$ cat config.mk
export PLATFORM = sky130hd
export DESIGN_NAME = modcounter_param
export DESIGN_NICKNAME = d
export VERILOG_FILES = /design/src/rtl/modcounter_param.sv
export SDC_FILE = /design/constraint.sdc
export NUM_CORES = 1
export LEC_CHECK = 0
export CAP_MARGIN = 20
export CORE_AREA = 2 2 39 41
export CTS_CLUSTER_DIAMETER = 200
export DETAILED_ROUTE_END_ITERATION = 8
export DIE_AREA = 0 0 41 43
export DONT_BUFFER_PORTS = 1
export SETUP_SLACK_MARGIN = 0.05
export SYNTH_ARGS = -nofsm -noshare
export SYNTH_HDL_FRONTEND = slang
export SYNTH_SLANG_ARGS = --single-unit
$ cat constraint.sdc
create_clock -name clk -period 4.7 [get_ports clk]
set_clock_uncertainty 0.15 [all_clocks]
set_input_delay 1.175 -clock clk [delete_from_list [all_inputs] [get_ports clk]]
set_output_delay 1.175 -clock clk [all_outputs]
set_load 0.01 [all_outputs]
$ cat src/rtl/modcounter_param.sv
// ============================================================================
//  Module   : modcounter_param
//  Purpose  : Parametrised modulo-MOD up/down counter with wrap/saturate mode,
//             range-checked load and terminal count for cascading.
//             Optional wrap event counter enabled by macro MODCNT_WRAPCNT_EN.
//  Revision : 1.0  initial release
// ============================================================================
`default_nettype none

module modcounter_param #(
  parameter int WIDTH = 4,
  parameter int MOD   = 10
) (
  input  logic             clk,
  input  logic             rst,
  input  logic             en,
  input  logic             up_dn,
  input  logic             sat,
  input  logic             lde,
  input  logic [WIDTH-1:0] ld,
  output logic [WIDTH-1:0] Q,
  output logic             tc,
  output logic             wrap,
  output logic             ld_err
`ifdef MODCNT_WRAPCNT_EN
  ,
  output logic [7:0]       wrap_cnt
`endif
);

  // Top of range held at WIDTH bits so MOD == 2^WIDTH needs no extra bit.
  localparam logic [WIDTH-1:0] MAX = WIDTH'(MOD - 1);
  localparam logic [WIDTH-1:0] ONE = WIDTH'(1);

  logic             at_max;
  logic             at_zero;
  logic [WIDTH-1:0] q_next;
  logic             wrap_next;
  logic             err_next;

  assign at_max  = (Q == MAX);
  assign at_zero = (Q == '0);
  assign tc      = en & ~lde & ((up_dn & at_max) | (~up_dn & at_zero));

  always_comb begin
    q_next    = Q;
    wrap_next = 1'b0;
    err_next  = 1'b0;
    if (lde) begin
      if (ld > MAX) begin
        q_next   = MAX;
        err_next = 1'b1;
      end else begin
        q_next   = ld;
      end
    end else if (en) begin
      if (up_dn) begin
        if (!at_max) begin
          q_next = Q + ONE;
        end else if (!sat) begin
          q_next    = '0;
          wrap_next = 1'b1;
        end
      end else begin
        if (!at_zero) begin
          q_next = Q - ONE;
        end else if (!sat) begin
          q_next    = MAX;
          wrap_next = 1'b1;
        end
      end
    end
  end

  always_ff @(posedge clk or negedge rst) begin
    if (!rst) begin
      Q      <= '0;
      wrap   <= 1'b0;
      ld_err <= 1'b0;
    end else begin
      Q      <= q_next;
      wrap   <= wrap_next;
      ld_err <= err_next;
    end
  end

`ifdef MODCNT_WRAPCNT_EN
  // Any load restarts the wrap tally; it sticks at 255 rather than rolling.
  always_ff @(posedge clk or negedge rst) begin
    if (!rst) begin
      wrap_cnt <= 8'd0;
    end else if (lde) begin
      wrap_cnt <= 8'd0;
    end else if (wrap_next && (wrap_cnt != 8'hFF)) begin
      wrap_cnt <= wrap_cnt + 8'd1;
    end
  end
`endif

endmodule

`default_nettype wire

==> flow_summary_export.csv, run 1 <==
group,metric,value,unit
critical_path,crit_type,"input port to output pin",
power,switchingPower,0.0000516,W
timing,finalSetupViolations,0,
power,swShare,33.1,%
cts,clock_latency,0.24,ns
timing,tns,0,ns
floorplan,die_x,41,um
global_routing,grt_pass1_wl,1750,um
routing,drc,0,
synthesis,synth_nets,78,
global_routing,grt_max_degree,15,
routing,ant_nets,0,
synthesis,synthCells,68,
power,clkPwrFrac,30.0,%
cts,clock-sinks,6,
global_routing,grt_pass1_vias,368,
timing,finalCriticalPeriod,3.18,ns
timing,worst-slew-pin-transition,0.473,ns
timing,setup_slack,1.52,ns
finish,area_delta_synth_final,-0.946,%
cts,htree_levels,1,
place,placed_area,502,sq um
synthesis,ys_ff_latch,6,
global_routing,grt_remaining_overflow,0,
min_path,hold_class,"input port to asynchronous set/reset pin",
cts,ctsHoldBuffers,0,
routing,drtIter0Drc,10,
floorplan,core-area,1380,sq um
floorplan,ios,17,
timing,rsz0062_at_grt,"false",
floorplan,die_h,43,um
finish,drive_gt1_share,12.3,%
cts,cts_made_buffers,3,
routing,via_count,453,
timing,period_share,67.7,%
power,combPwrFrac,22.9,%
routing,firstDrtPassIters,3,
timing,fmax,314,MHz
power,p_int,0.000104,W
routing,totalWireLength,1170,um
global_routing,groute.usage.overall,16.1,%
cts,clock_path_buffers,2,
place,place_congestion,0.718,
routing,routedWlPerCell,14.4,um
power,fin_total_pwr,0.000156,W
flow_run,maxCapViolCount,0,
power,power.density,298,nW/um^2
place,hpwl,868,um
floorplan,core.rowCount,14,
power,p_leak,0.229,nW
cts,cts_tree,"yes",
synthesis,synth.avg_cell_area,7.78,sq um
finish,final_nets,77,
outcome,outcome,"finished, final reports clean",
power,ir_worst_vdd,0.137,mV
timing,slew_headroom,68.5,%
synthesis,synth-seq-area-share,28.4,%
cts,cts_setup_buffers,0,
critical_path,end_kind,"output pin",
synthesis,synth.distinct_cells,35,
cts,clk_pin_slew,0.05,ns
synthesis,syn_area,529,sq um
floorplan,die_area,1760,sq um
power,pwr-share-seq,47.1,%
cts,cts-root-buf,"clkbuf_4",
finish,diodes,0,
floorplan,start_util,38.2,%
timing,final_hold_viol_count,0,
global_routing,antenna_found_initial,0,
cts,cts_resized,0,
routing,via_per_inst,5.59,
finish,postLayoutCellArea,524,sq um
critical_path,arrival,1.86,ns
place,port_buffers,0,
critical_path,start_kind,"input port",
place,pre_cts_slack,1.52,ns
synthesis,yosys_warnings,0,
timing,drv_slew,0,
critical_path,required,3.38,ns
critical_path,cp_max_fo,13,
## worst max-delay path: stages
cell and delay, ns:
or3_1 0.33, nand2_1 0.08, and4b_1 0.27
## layout by cell type, fill, tap and decap left out, types with 2 or more instances in the layout
cell type	Yosys	final
o21ai_0	7	7
dfrtp_1	6	6
nand2_1	6	6
nor2_1	5	5
inv_1	5	5
nand3_1	3	3
a21oi_1	3	3
clkbuf_4	0	3
o21ai_1	2	2
nor2b_1	2	2
## synthesized netlist by cell type
| cell | n | area share, % |
|---|---|---|
| nand4_1 | 1 | 1.2 |
| or3b_4 | 1 | 2.1 |
| o211ai_1 | 1 | 1.4 |
| dfrtp_1 | 6 | 28 |
| a22o_1 | 1 | 1.7 |
| nor4_1 | 1 | 1.2 |
| buf_2 | 2 | 1.9 |
| buf_6 | 3 | 6.4 |
| xor2_1 | 1 | 1.7 |
| and3b_1 | 1 | 1.7 |
| nand4b_1 | 1 | 1.7 |
| o221ai_1 | 1 | 1.7 |
| o21ai_1 | 2 | 1.9 |
| and2_2 | 1 | 1.4 |
| o22ai_1 | 1 | 1.2 |
| o31a_1 | 1 | 1.7 |
| nand2_1 | 6 | 4.3 |
| clkbuf_1 | 1 | 0.71 |
| inv_1 | 5 | 3.5 |
| a21oi_1 | 3 | 2.8 |
| and3_1 | 1 | 1.2 |
| a32oi_1 | 1 | 1.7 |
| or2_2 | 1 | 1.2 |
| nor2b_1 | 2 | 2.4 |
| a21o_1 | 1 | 1.4 |
| nand3_1 | 3 | 2.8 |
| and4b_1 | 1 | 1.9 |
| and2b_1 | 1 | 1.4 |
| nor4b_1 | 1 | 1.7 |
| a21o_2 | 1 | 1.7 |
| o21ai_0 | 7 | 6.6 |
| or3_1 | 1 | 1.2 |
| nor2_1 | 5 | 3.5 |
| o21a_1 | 1 | 1.4 |
| a21oi_2 | 1 | 1.7 |
## layout make-up
type / count / area (sq um)
Clock buffer: 3 / 22.5
Fill cell: 151 / 860
Inverter: 5 / 18.8
Multi-Input combinational cell: 51 / 313
Sequential cell: 6 / 150
Tap cell: 16 / 20.0
## state kept, by name, summed over array words and instances (netlist names)
signal and cells:
Q 4, ld_err 1, wrap 1
## metrics by stage
step           util [%]  hold WS [ns]  instances
5_1_grt            37.9         0.452         81
2_1_floorplan         -         0.603         68
4_1_cts            37.9         0.457         81
3_3_place_gp       36.3         0.662         78
6_report           37.9         0.473         81
3_5_place_dp       36.3         0.651         78
## power by group through the flow
stage / Clock [W] / Sequential (W) / Combinational, W
after floorplan: 0 / 0.0000638 / 0.0000475
after global placement: 0 / 0.0000745 / 0.0000351
after detailed placement: 0 / 0.0000744 / 0.0000352
after CTS: 0.0000512 / 0.0000734 / 0.0000354
after global routing: 0.0000542 / 0.0000758 / 0.0000395
final: 0.0000468 / 0.0000736 / 0.0000357
## logic make-up after synthesis
family                    after synthesis  synth area share, %
AOI/OAI and AO/OA                      22                 26.7
xor gates and xnor gates                1                 1.66
buffers and inverters                  11                 12.5
DFF                                     6                 28.4
and+or+nand+nor                        28                 30.7
## layer usage
| metal | track usage [%] | vias to the layer above | wire, um |
|---|---|---|---|
| met5 | 0 | - | 0 |
| met1 | 20.7 | 195 | 551 |
| met4 | 14.0 | 0 | 27 |
| met3 | 6.28 | 2 | 77 |
| li1 | - | 239 | - |
| met2 | 19.7 | 17 | 512 |
## path summary, 6_finish.rpt
check	depth (start not counted)	slack [ns]	startpoint	endpoint
max in group asynchronous	0	3.85	rst	Q[2]
worst max-delay path	3	1.52	up_dn	tc
min in group clk	2	0.68	Q[0]	Q[3]
worst max register to register	4	2.89	Q[0]	Q[1]
worst min-delay path	0	0.47	rst	Q[1]
worst min register to register	2	0.68	Q[0]	Q[3]
Power figures use the tool's default switching activity.
==> inputs of run 2 (changes only) <==
- clock period: 4.7 -> 3 ns (I/O delays scaled with it)
==> flow_summary_export.csv, run 2 (synthesis results as in run 1) <==
group,metric,value,unit
cts,clk_pin_slew,0.04,ns
finish,largest-register,"Q",
routing,via_per_inst,5.83,
cts,ctsHoldBuffers,0,
power,ir_worst_vdd,0.411,mV
routing,ant_nets,0,
critical_path,start_kind,"register",
place,pre_cts_slack,0.666,ns
finish,diodes,0,
finish,area_delta_synth_final,-0.946,%
global_routing,grt_max_degree,15,
routing,drtIter0Drc,6,
critical_path,arrival,1.59,ns
cts,cts_setup_buffers,0,
cts,cts-root-buf,"clkbuf_4",
finish,largest_reg_flops,4,
flow_run,maxCapViolCount,0,
routing,totalWireLength,1110,um
floorplan,ios,17,
finish,drive_gt1_share,12.3,%
floorplan,start_util,38.2,%
cts,htree_levels,1,
power,p_leak,0.229,nW
critical_path,cp_max_fo,14,
cts,cts_resized,0,
timing,tns,0,ns
finish,top_regs,"Q (4), ld_err (1), wrap (1)",
floorplan,die_x,41,um
power,clkPwrFrac,29.6,%
min_path,hold_class,"input port to asynchronous set/reset pin",
power,fin_total_pwr,0.000243,W
power,pwr-share-seq,47.3,%
floorplan,die_h,43,um
floorplan,core-area,1380,sq um
place,placed_area,502,sq um
cts,cts_tree,"yes",
global_routing,grt_pass1_vias,410,
global_routing,antenna_found_initial,0,
global_routing,grt_pass1_wl,1770,um
floorplan,core.rowCount,14,
global_routing,grt_most_used_layer,"met1",
routing,firstDrtPassIters,4,
cts,cts_made_buffers,3,
timing,slew_headroom,69.5,%
finish,final_cell_mix,"7 x o21ai_0, 6 x dfrtp_1, 6 x nand2_1",
timing,fmax,401,MHz
cts,clock_path_buffers,2,
routing,routedWlPerCell,13.6,um
timing,period_share,83.1,%
critical_path,required,2.10,ns
timing,worst-slew-pin-transition,0.457,ns
power,switchingPower,0.0000793,W
timing,drv_slew,0,
place,place_congestion,0.699,
global_routing,met1_usage,22.6,%
place,hpwl,820,um
global_routing,grtUsageMet3,6.81,%
power,combPwrFrac,23.1,%
timing,final_hold_viol_count,0,
timing,finalSetupViolations,0,
power,power.density,463,nW/um^2
timing,rsz0062_at_grt,"false",
critical_path,crit_type,"register to output pin",
timing,setup_slack,0.508,ns
power,p_int,0.000164,W
global_routing,groute.usage.overall,14.6,%
outcome,outcome,"finished, final reports clean",
finish,postLayoutCellArea,524,sq um
global_routing,grt_use_met2,18.8,%
power,swShare,32.6,%
place,port_buffers,0,
floorplan,die_area,1760,sq um
routing,via_count,472,
timing,finalCriticalPeriod,2.49,ns
routing,drc,0,
cts,clock-sinks,6,
critical_path,end_kind,"output pin",
global_routing,grt_remaining_overflow,0,
finish,final_nets,77,
cts,clock_latency,0.24,ns
finish,final_common_cell,"o21ai_0",
run 2: cell counts in the layout (fill, tap and decap cells not counted):
Identical to the previous run, type by type.
run 2: path summary, 6_finish.rpt:
check                      startpoint  endpoint  slack [ns]  cells after the start
max                              Q[0]        tc        0.51                      3
min                               rst      Q[3]        0.05                      0
max in group asynchronous         rst      Q[1]        2.58                      0
min reg2reg                      Q[0]      Q[3]        0.68                      2
min in group clk                  lde      Q[0]        0.45                      1
max reg2reg                      Q[0]      Q[2]        1.22                      4
run 2: area by class of cell:
cell class | instances | area [sq um]
multi-input combinational | 51 | 313
fill | 143 | 860
tap | 16 | 20.0
inverter | 5 | 18.8
clock buffer | 3 | 22.5
sequential | 6 | 150
run 2: metal layers:
layer | part of all wire [%] | vias to the layer above
met5 | 0 | -
met4 | 0 | 0
met3 | 8.9 | 0
met2 | 40 | 20
met1 | 51 | 214
li1 | - | 238
run 2: worst max-delay path, cell delays in order (launching register included):
cell     delay [ns]
dfrtp_1        0.54
or3_1          0.47
nand2_1        0.08
and4b_1        0.27
run 2: power groups by stage:
stage	Combinational, W	Sequential (W)	Clock (W)
after global routing	0.0000642	0.000119	0.0000795
after global placement	0.0000559	0.000116	0
after CTS	0.0000558	0.000115	0.0000735
after detailed placement	0.0000554	0.000116	0
after floorplan	0.0000744	0.0000999	0
final	0.0000561	0.000115	0.0000718
run 2: through the flow:
stage               hold WS, ns  instances  utilization (%)
finish                   0.0522         81             37.9
global route             0.0368         81             37.9
CTS                      0.0507         81             37.9
detailed placement        0.304         78             36.3
global placement          0.305         78             36.3
floorplan                 0.304         68                -
==> inputs of run 3 (changes only) <==
- clock period: 3 -> 2.5 ns (I/O delays scaled with it)
==> flow_summary_export.csv, run 3 (synthesis results as in run 1) <==
group,metric,value,unit
routing,via_count,504,
floorplan,die_x,41,um
floorplan,ios,17,
critical_path,cp_max_fo,2,
finish,drive_gt1_share,14.7,%
timing,tns,0,ns
floorplan,start_util,38.2,%
power,p_int,0.000203,W
critical_path,end_kind,"output pin",
finish,diodes,0,
finish,regArea,150,sq um
global_routing,met1_usage,22.6,%
global_routing,antenna_found_initial,0,
min_path,hold_class,"input port to register",
place,place_congestion,0.754,
critical_path,r2r-start,"Q[1]",
floorplan,die_h,43,um
global_routing,grt_pass1_wl,1870,um
global_routing,groute.usage.overall,16.9,%
critical_path,crit_type,"register to output pin",
timing,rsz0062_at_grt,"false",
critical_path,startpoint,"Q[0]",
critical_path,cp_cell_sequence,"or3_1, nand2_1, and4b_1",
outcome,outcome,"finished, final reports clean",
critical_path,path_depth,3,
routing,drc,0,
global_routing,grt_max_degree,14,
timing,worst-slew-pin-transition,0.412,ns
floorplan,die_area,1760,sq um
global_routing,grt_most_used_layer,"met1",
routing,drtIter0Drc,28,
timing,finalCriticalPeriod,2.13,ns
power,power.density,562,nW/um^2
flow_run,maxCapViolCount,0,
finish,top_regs,"Q (4), ld_err (1), wrap (1)",
finish,final_nets,80,
timing,setup_slack,0.367,ns
place,port_buffers,0,
global_routing,grt_use_met2,19.4,%
critical_path,timing.critical_path.buf_inv,0,
critical_path,r2r_slack,0.77,ns
power,combPwrFrac,29.3,%
finish,largest-register,"Q",
finish,final_common_cell,"o21ai_0",
finish,filler_cell_count,149,
power,switchingPower,0.000105,W
critical_path,r2r_cells,4,
place,hpwl,892,um
place,pre_cts_slack,0.427,ns
finish,multi_input_area,313,sq um
cts,clk_pin_slew,0.05,ns
routing,firstDrtPassIters,4,
cts,cts_made_buffers,3,
cts,cts_setup_buffers,0,
timing,period_share,85.3,%
cts,clock-sinks,6,
critical_path,endpoint,"tc",
cts,cts_tree,"yes",
power,ir_worst_vdd,0.303,mV
cts,clock_latency,0.26,ns
critical_path,cp_slowest_cell,"or3_1",
timing,drv_slew,0,
cts,cts-root-buf,"clkbuf_4",
finish,area_delta_synth_final,3.78,%
global_routing,grt_remaining_overflow,0,
critical_path,crit_family,"simple AND/OR/NAND/NOR gates",
critical_path,critPathMaxStageDelay,0.40,ns
routing,ant_nets,0,
floorplan,core-area,1380,sq um
finish,largest_reg_flops,4,
routing,totalWireLength,1200,um
power,swShare,34.0,%
floorplan,core.rowCount,14,
timing,finalSetupViolations,0,
critical_path,r2r_end,"Q[2]",
timing,slew_headroom,72.5,%
finish,final_cell_mix,"7 x o21ai_0, 6 x dfrtp_1, 6 x nand2_1",
power,p_leak,0.243,nW
routing,via_per_inst,6.00,
timing,final_hold_viol_count,0,
global_routing,grt_pass1_vias,405,
routing,routedWlPerCell,14.3,um
power,pwr-share-seq,40.5,%
critical_path,arrival,1.36,ns
cts,htree_levels,1,
power,clkPwrFrac,30.2,%
timing,fmax,469,MHz
critical_path,start_kind,"register",
global_routing,grtUsageMet3,7.85,%
critical_path,required,1.73,ns
cts,clock_path_buffers,2,
-- run 3: changes by cell type in the layout (fill, tap and decap cells not counted) --
cell           previous run  this run
buf_4                     0         2
dlygate4sd3_1             0         1
-- run 3: worst reg2reg max path, cell delays in order, from the launching register on --
cell	delay (ns)
dfrtp_1	0.52
or3b_4	0.48
a21oi_2	0.19
o21ai_0	0.09
and3_1	0.18
-- run 3: metrics by stage --
step / util, % / std cells / area (sq um) / power, W / hold slack, ns
5_1_grt: 39.7 / 84 / 549 / 0.000331 / 0.305
6_report: 39.7 / 84 / 549 / 0.000308 / 0.301
2_1_floorplan: - / 68 / 529 / 0.000209 / 0.179
3_3_place_gp: 37.3 / 80 / 517 / 0.000213 / 0.180
3_5_place_dp: 37.3 / 80 / 517 / 0.000213 / 0.180
4_1_cts: 39.7 / 84 / 549 / 0.000311 / 0.299
-- run 3: timing repair --
action                    4_1_cts  5_1_grt
resized for setup               0        0
hold endpoints to repair        6        0
hold buffers                    1        0
-- run 3: worst min path at each step --
stage / startpoint / end / slack [ns] / cells after the start
5_1_grt: lde / Q[0] / 0.31 / 1
2_1_floorplan: rst / Q[0] / 0.18 / 0
6_report: lde / Q[0] / 0.30 / 1
4_1_cts: lde / Q[0] / 0.30 / 1
3_3_place_gp: rst / ld_err / 0.18 / 0
3_5_place_dp: rst / ld_err / 0.18 / 0
-- run 3: final cells by class --
cell class	count	share of cell area (%)
multi-input cells	51	56.9
flip-flops and latches	6	27.3
repair buffers	3	4.56
clock buffers	3	4.10
well taps	16	3.64
inverters	5	3.42
-- run 3: metal layers --
layer,wire length [um],vias up,part of all wire [%]
met5,0,-,0
met4,48,0,4.0
met3,143,5,12
met2,519,34,43
met1,488,220,41
li1,-,245,-
-- run 3: power groups by stage --
stage / registers (W) / logic, W / clock network (W)
CTS: 0.000125 / 0.0000899 / 0.0000962
detailed placement: 0.000127 / 0.0000864 / 0
global placement: 0.000127 / 0.0000867 / 0
finish: 0.000125 / 0.0000905 / 0.0000931
global route: 0.000128 / 0.000101 / 0.000103
floorplan: 0.000120 / 0.0000893 / 0
==> RTL edit: new RTL, settings of run 2 <==
Put one more register stage on the output `Q`. The value now appears one clock later. The other outputs are not delayed to match.
--- a/src/rtl/modcounter_param.sv
+++ b/src/rtl/modcounter_param.sv
@@ -34,2 +34,4 @@
 
+  logic [WIDTH-1:0] Q_s0;
+
   logic             at_max;
@@ -40,4 +42,4 @@
 
-  assign at_max  = (Q == MAX);
-  assign at_zero = (Q == '0);
+  assign at_max  = (Q_s0 == MAX);
+  assign at_zero = (Q_s0 == '0);
   assign tc      = en & ~lde & ((up_dn & at_max) | (~up_dn & at_zero));
@@ -45,3 +47,3 @@
   always_comb begin
-    q_next    = Q;
+    q_next    = Q_s0;
     wrap_next = 1'b0;
@@ -58,3 +60,3 @@
         if (!at_max) begin
-          q_next = Q + ONE;
+          q_next = Q_s0 + ONE;
         end else if (!sat) begin
@@ -65,3 +67,3 @@
         if (!at_zero) begin
-          q_next = Q - ONE;
+          q_next = Q_s0 - ONE;
         end else if (!sat) begin
@@ -76,3 +78,3 @@
     if (!rst) begin
-      Q      <= '0;
+      Q_s0   <= '0;
       wrap   <= 1'b0;
@@ -80,3 +82,3 @@
     end else begin
-      Q      <= q_next;
+      Q_s0   <= q_next;
       wrap   <= wrap_next;
@@ -99,2 +101,6 @@
 
+  always_ff @(posedge clk) begin
+    Q <= Q_s0;
+  end
+
 endmodule
Function: changed (a bounded check fails within 4 cycles, from zero or initial values and one cycle with rst low).
==> RTL edit against run 2 <==
Critical path depth stayed put; clock power is 30% higher; power is 35% higher; routed wire length is 5.7% higher; area after synthesis is 12% higher; setup slack better by 100 ps; design area is 15% higher; utilization is 5.8 points higher; sequential cell count is 4 higher; via count is 0.64% lower; sequential share of layout area is 9.5 points higher; critical path type unchanged; largest cell class unchanged.
==> RTL edit: results (changes against run 2) <==
Fraction of layout instances using a drive strength above 1: 15.63% (+3.3 points). The total routing resource utilization after global routing came out at 16.48% (+1.8 points). The slowest stage of the critical path is the dfrtp_1 cell. The pin count of the biggest net entering global routing is 15 (unchanged), and the estimated wirelength of the detail-placed design is 839.9 um (+2.5%). The pre-CTS setup slack came out at 782.5 ps (+116.3 ps). The logs give 4 (unchanged) for the first-pass iteration count of the detailed router and 64 (-5.9%) for the synthesized netlist cell count. The logs give 2 (unchanged) for the worst-case clock buffer depth and 80 (-1.2%) for the non-filler instance count after layout.

The compound-cell area share of the yosys netlist was 25.85% (-0.87 points); the count of yosys warnings during synthesis was 0 (unchanged). The share of the synthesized netlist area taken by xor and xnor gates is 1.483% (-0.17 points). The run gives 1490 ps (-100 ps) as the worst endpoint data arrival time. Among all flip-flop cells after synthesis, the most frequent one is dfrtp_1.

The family of cells with the greatest summed delay on the critical path was flip-flops. The tools report the via count of the first global-routing pass as 454 (+11%). Sorting the synthesized cells by area gives the leading types as dfrtp_1 (25%), dfxtp_1 (14%), o211ai_2 (4.2%).

The run gives 0 (unchanged) as the initial antenna violation count. The average routed wire per standard cell came out at 14.60 um (+7.0%). The via-per-instance ratio is 5.863 (+0.61%), and the post-layout net count is 75 (-2.6%). The clock transition time at the flip-flop clock pins of the worst setup and hold paths was 60 ps (+20 ps).

The number of buffers inserted to repair setup after CTS is 0 (unchanged), and the multiplexer share of the synthesized area is 0% (unchanged). For the worst-case vdd ir drop, the log shows 0.2148 mV (-48%). The largest registers in the layout are Q (4), Q_s0 (4).

The leakage power of the design came out at 0.2382 nW (+4.0%). The share of the yosys chip area belonging to registers came out at 38.98% (+11 points). The instance area at placement came out at 568.0 um^2 (+13%). The global-route wire length before repair is 1959 um (+10%). The logs give 0 (unchanged) for the count of instances resized after the clock tree is built and 69.82% (+0.29 points) for the worst slew slack as a fraction of its limit. For the total nets after synthesis, the log shows 74 (-5.1%). The tools report the number of CTS-inserted buffers as 3 (unchanged). Sorting the synthesized cells by how often they occur yields dfrtp_1 (6), nor2_1 (6), nand2_1 (5). The share of flip-flops with an asynchronous set or reset after synthesis is 60.00% (-40 points). The library cell used as clock root buffer is clkbuf_4.

The run finished with clean final reports. For the number of different library cells in the post-synthesis netlist, the log shows 31 (-11%). Final weighted congestion in routability-driven placement: 0.7329 (+4.8%). The global-route congestion overflow total was 0 (unchanged); the H-tree depth was 1 (unchanged). The tools report the violation count after the first detailed-routing iteration as 15 (+9). The clock latency on the worst-skew pair is 260 ps (+20 ps). The number of I/O port buffers works out to 0 (unchanged).
-- RTL edit: cell types whose count changed after synthesis, sizes merged, moves of 3 or more --
cell / delta
a211oi: +3
dfxtp: +4
nand3: -3
nor3: +3
o21ai: -5
-- RTL edit: layout make-up --
class / count / area [um^2]
Clock buffer: 4 / 26.28
Sequential cell: 10 / 230.2
Fill cell: 139 / 779.5
Timing Repair Buffer: 1 / 10.01
Multi-Input combinational cell: 45 / 302.8
Tap cell: 16 / 20.02
Inverter: 4 / 15.01
-- RTL edit: path summary, 6_finish.rpt --
| check | depth (start not counted) | slack (ps) | endpoint | from |
|---|---|---|---|---|
| setup / recovery | 3 | 610 | tc | Q_s0[0]$_DFFE_PN0P_ |
| hold / removal | 0 | 40 | wrap$_DFF_PN0_ | rst |
| max in group asynchronous | 1 | 1900 | Q_s0[1]$_DFFE_PN0P_ | rst |
| hold reg to reg | 0 | 420 | Q[2]$_DFF_P_ | Q_s0[2]$_DFFE_PN0P_ |
| setup reg to reg | 4 | 1230 | Q_s0[3]$_DFFE_PN0P_ | Q_s0[0]$_DFFE_PN0P_ |
| min in group clk | 0 | 420 | Q[2]$_DFF_P_ | Q_s0[2]$_DFFE_PN0P_ |
-- RTL edit: routing by layer --
| metal | wire [um] | share of wire, % | track usage (%) |
|---|---|---|---|
| met3 | 70 | 6.0 | 7.330 |
| met1 | 560 | 48 | 22.37 |
| met2 | 536 | 46 | 23.44 |
| met5 | 0 | 0 | 0 |
| met4 | 0 | 0 | 4.000 |
-- RTL edit: power by group --
part	switching (mW)	leakage, nW	internal (mW)
Combinational	0.0273	0.114	0.0292
Clock	0.0420	0.0150	0.0512
Sequential	0.0284	0.109	0.149
Total	0.0976	0.238	0.229
